[src/rtl/fpu_addsub_sched.sv]
// Two-client scheduler in front of one shared combinational add/sub unit.
// Round-robin grant, registered operand drive, programmable settle time,
// and a response register that holds under backpressure.
module fpu_addsub_sched #(
  parameter int WIDTH       = 32,
  parameter int EXEC_CYCLES = 1
) (
  input  logic             i_clk,
  input  logic             i_rst_n,
  input  logic             i_req0_valid,
  output logic             o_req0_ready,
  input  logic             i_req0_op,
  input  logic [WIDTH-1:0] i_req0_a,
  input  logic [WIDTH-1:0] i_req0_b,
  input  logic             i_req1_valid,
  output logic             o_req1_ready,
  input  logic             i_req1_op,
  input  logic [WIDTH-1:0] i_req1_a,
  input  logic [WIDTH-1:0] i_req1_b,
  output logic [WIDTH-1:0] o_fu_a,
  output logic [WIDTH-1:0] o_fu_b,
  output logic             o_fu_op,
  input  logic [WIDTH-1:0] i_fu_s,
  output logic             o_resp_valid,
  input  logic             i_resp_ready,
  output logic             o_resp_id,
  output logic [WIDTH-1:0] o_resp_data,
  output logic             o_busy
);

  typedef enum logic [1:0] {S_IDLE, S_EXEC, S_DONE} state_t;

  // Counter reload: EXEC spends EXEC_CYCLES edges, the last one samples fu_s.
  localparam logic [3:0] CNT_INIT = 4'(EXEC_CYCLES - 1);

  state_t           r_state;
  logic             r_last_grant;
  logic             r_grant_id;
  logic [3:0]       r_cnt;
  logic [WIDTH-1:0] r_fu_a;
  logic [WIDTH-1:0] r_fu_b;
  logic             r_fu_op;
  logic             r_resp_valid;
  logic             r_resp_id;
  logic [WIDTH-1:0] r_resp_data;

  logic             w_grant;
  logic             w_idle;
  logic             w_acc;

  // Contention flips against the last served client; a lone client always wins.
  assign w_grant      = (i_req0_valid && i_req1_valid) ? ~r_last_grant : i_req1_valid;
  assign w_idle       = (r_state == S_IDLE);
  assign o_req0_ready = w_idle && !w_grant;
  assign o_req1_ready = w_idle &&  w_grant;
  assign w_acc        = w_grant ? (i_req1_valid && o_req1_ready)
                                : (i_req0_valid && o_req0_ready);

  assign o_fu_a       = r_fu_a;
  assign o_fu_b       = r_fu_b;
  assign o_fu_op      = r_fu_op;
  assign o_resp_valid = r_resp_valid;
  assign o_resp_id    = r_resp_id;
  assign o_resp_data  = r_resp_data;
  assign o_busy       = !w_idle;

  // Accept -> settle -> sample -> hold response until consumed.
  always_ff @(posedge i_clk or negedge i_rst_n) begin
    if (!i_rst_n) begin
      r_state      <= S_IDLE;
      r_last_grant <= 1'b1;
      r_grant_id   <= 1'b0;
      r_cnt        <= '0;
      r_fu_a       <= '0;
      r_fu_b       <= '0;
      r_fu_op      <= 1'b0;
      r_resp_valid <= 1'b0;
      r_resp_id    <= 1'b0;
      r_resp_data  <= '0;
    end else begin
      case (r_state)
        S_IDLE: begin
          if (w_acc) begin
            r_fu_a     <= w_grant ? i_req1_a  : i_req0_a;
            r_fu_b     <= w_grant ? i_req1_b  : i_req0_b;
            r_fu_op    <= w_grant ? i_req1_op : i_req0_op;
            r_grant_id <= w_grant;
            r_cnt      <= CNT_INIT;
            r_state    <= S_EXEC;
          end
        end
        S_EXEC: begin
          if (r_cnt != 4'd0) begin
            r_cnt <= r_cnt - 4'd1;
          end else begin
            r_resp_data  <= i_fu_s;
            r_resp_id    <= r_grant_id;
            r_resp_valid <= 1'b1;
            r_last_grant <= r_grant_id;
            r_state      <= S_DONE;
          end
        end
        S_DONE: begin
          if (r_resp_valid && i_resp_ready) begin
            r_resp_valid <= 1'b0;
            r_state      <= S_IDLE;
          end
        end
        default: r_state <= S_IDLE;
      endcase
    end
  end

endmodule
[config.mk]
export PLATFORM = sky130hd
export DESIGN_NAME = fpu_addsub_sched
export DESIGN_NICKNAME = d
export VERILOG_FILES = /design/src/rtl/fpu_addsub_sched.sv
export SDC_FILE = /design/constraint.sdc
export NUM_CORES = 1
export LEC_CHECK = 0
export BUFFER_PORTS_ARGS = -buffer_cell sky130_fd_sc_hd__buf_2
export CORE_MARGIN = 8
export CORE_UTILIZATION = 40
export DETAILED_ROUTE_END_ITERATION = 12
export HOLD_SLACK_MARGIN = 0.03
export PLACE_DENSITY = 0.85
export SETUP_SLACK_MARGIN = 0.3
export SYNTH_ARGS = -nofsm -noshare
export SYNTH_HDL_FRONTEND = slang
export SYNTH_SLANG_ARGS = --single-unit
[constraint.sdc]
create_clock -name i_clk -period 1.7 [get_ports i_clk]
set_input_delay 0.17 -clock i_clk [delete_from_list [all_inputs] [get_ports i_clk]]
set_output_delay 0.17 -clock i_clk [all_outputs]
set_load 0.05 [all_outputs]
==> metrics.csv <==
metric;value;unit
yosys_warnings;0;
worst_slew_margin_rel;56.7;%
dr.pass1.iters;4;
fmax;0.578;GHz
layout.nets;875;
async_flop_share;100;%
final-hold-violation-count;0;
muxShareOfSynthArea;23.4;%
vias_per_cell;5.19;
htreeDepth;3;
netlist_area;0.00492;mm²
synthCells;404;
grt_pass1_vias;4858;
antenna_found_initial;0;
ioPinCount;269;
drcViolationCount;0;
grt_pass1_wl;26000;µm
reg2reg_from;r_cnt[0];
finalCritPeriodShare;102;%
end_kind;register;
pre_cts_ws;0.0242;ns
synth-seq-cells;107;
ys_seq_area_share;54.5;%
dpl.hpwl;11000;µm
status;finished, violations left;
synth_area_per_cell;12.2;µm²
synth_nets;573;
grt_overflow;0;
cp.required;1.93;ns
violations;negative setup slack;
setup_viol;29;
p_leak;3.95;nW
insertion_delay;0.35;ns
die_w;127;µm
cts.clk_slew.worst_paths;0.08;ns
fp.dieH;127;µm
hp-class;input pin to register;
cp_data_arrival_time;1.96;ns
netlist_top_cells_count;o21ai_0, dfrtp_1, mux2i_1;
cts_buffer_depth;2;
max-cap-violations;0;
place_area;0.00647;mm²
wl_per_cell;20.3;µm
num_vias;4453;
period_needed;1.73;ns
peakVddDrop;1400;µV
synthAdderAreaFrac;0.509;%
design.core.area;0.0120;mm²
drt_wl_total;17400;µm
cts_tree;built;
ant_nets;0;
min_from;i_fu_s[8];
synthTopCellsByArea;dfrtp_1, mux2i_1, o21ai_0;
cts_made_buffers;9;
gp_congestion;0.784;
crit_start;r_cnt[0];
synth.most_common_cell;o21ai_0;
path_class;register to register;
design_area;0.00768;mm²
grt_max_degree;66;
grt_usage;20.5;%
dieArea;0.0161;mm²
setup_ws;-0.0286;ns
syn_to_final_growth;56.1;%
fin_skew;0.0133;ns
synth-edff-count;0;
synth_xor_area_share;0;%
maxSlewViolCount;0;
synth-compound-area-share;14.6;%
synth_top_cell_area_share;53.9;%
initial_core_util;40.9;%
std_cell_rows;40;
clock-sinks;107;
yosysUniqueCellTypes;33;
p_per_area;2290;mW/mm²
yosys.area.top_type;dfrtp_1;
port_buffers;268;
synthSimpleGateAreaFrac;2.29;%
root_buffer;clkbuf_16;
synth_top_family_by_area;multiplexers;
critPathLaunchType;register;
max_slew.worst_pin.slew;0.650;ns
yosys_most_used_dff;dfrtp_1;
drtIter0Drc;220;
drive_gt1_share;58.4;%
rsz0062_at_grt;yes;
diodes;0;
worstPathMaxFanout;12;
timing repair:
| item | CTS | global route |
|---|---|---|
| gates resized for setup | 67 | 77 |
| hold buffers | 1 | 0 |
| setup buffers | 24 | 4 |
| cloned | 12 | 2 |
| pin swaps | 10 | 9 |
| hold endpoints to repair | 27 | 0 |
| endpoints found under the setup margin | 107 | 109 |
layer usage:
metal	wire [µm]	share of wire, %	track usage (%)
met5	0	0	0
met4	326	1.9	7.98
met3	1340	7.7	5.87
met2	8750	50	35.2
met1	6960	40	23.8
cell usage in the layout, fill, tap and decap left out, types with 3 or more instances in the layout:
cell	instances
mux2_2	6
nand2_1	3
o21ai_2	6
o21ai_1	62
buf_16	11
buf_8	5
mux2i_1	47
nand3b_1	3
mux2_4	28
dfrtp_1	105
nor2_4	3
buf_4	16
o21ai_0	66
clkbuf_16	11
mux2i_2	14
buf_6	12
mux2i_4	5
buf_12	11
buf_2	264
logic make-up after synthesis:
group	after synthesis
AOI/OAI and AO/OA	140
DFF	107
buffers and inverters	37
muxes	100
adders and majority gates	2
and+or+nand+nor	18
worst paths after layout:
kind,end,slack (ns),depth (start not counted)
min reg2reg,o_resp_valid,0.51,1
min in group asynchronous,o_resp_data[10],0.29,2
max reg2reg,o_resp_data[14],-0.03,7
min,o_resp_data[8],0.04,2
max,o_resp_data[14],-0.03,7
max in group asynchronous,r_last_grant,0.77,3
state kept, by name, indices dropped and copies added, names as in the netlist:
name / cells
o_resp_valid: 1
o_resp_id: 1
r_last_grant: 1
r_cnt: 4
r_state: 2
o_resp_data: 32
o_fu_b: 32
o_fu_op: 1
r_grant_id: 1
o_fu_a: 32
metrics by stage:
stage          power [W]  hold WS, ns  utilization (%)  TNS, ns  std cells
6_report          0.0176       0.0447             63.9   -0.390        858
5_1_grt           0.0184       0.0320             63.9    -3.26        858
4_1_cts           0.0171       0.0300             61.4        0        852
3_5_place_dp      0.0139        0.126             53.9        0        799
3_3_place_gp      0.0136        0.124             53.9        0        799
2_1_floorplan     0.0115       -0.126                -        0        404
area by class of cell:
type                            count  area [µm²]
Sequential cell                   107        2680
Clock inverter                      6        53.8
Fill cell                         968        4330
Clock buffer                       10         239
Timing Repair Buffer              323        2270
Multi-Input combinational cell    261        2240
Inverter                            4        17.5
Tap cell                          147         184
worst max-delay path, cell delays in order (launching register included):
cell      delay, ns
dfrtp_1        0.41
inv_2          0.09
ha_4           0.14
nor3b_4        0.22
nand3b_1       0.12
buf_6          0.17
buf_16         0.16
mux2_4         0.30
power by group:
group / total, W / switching, W / internal (W)
sequential: 0.00453 / 0.000706 / 0.00383
clock: 0.00206 / 0.000996 / 0.00106
combinational: 0.0110 / 0.00715 / 0.00381
Power figures use the tool's default switching activity.
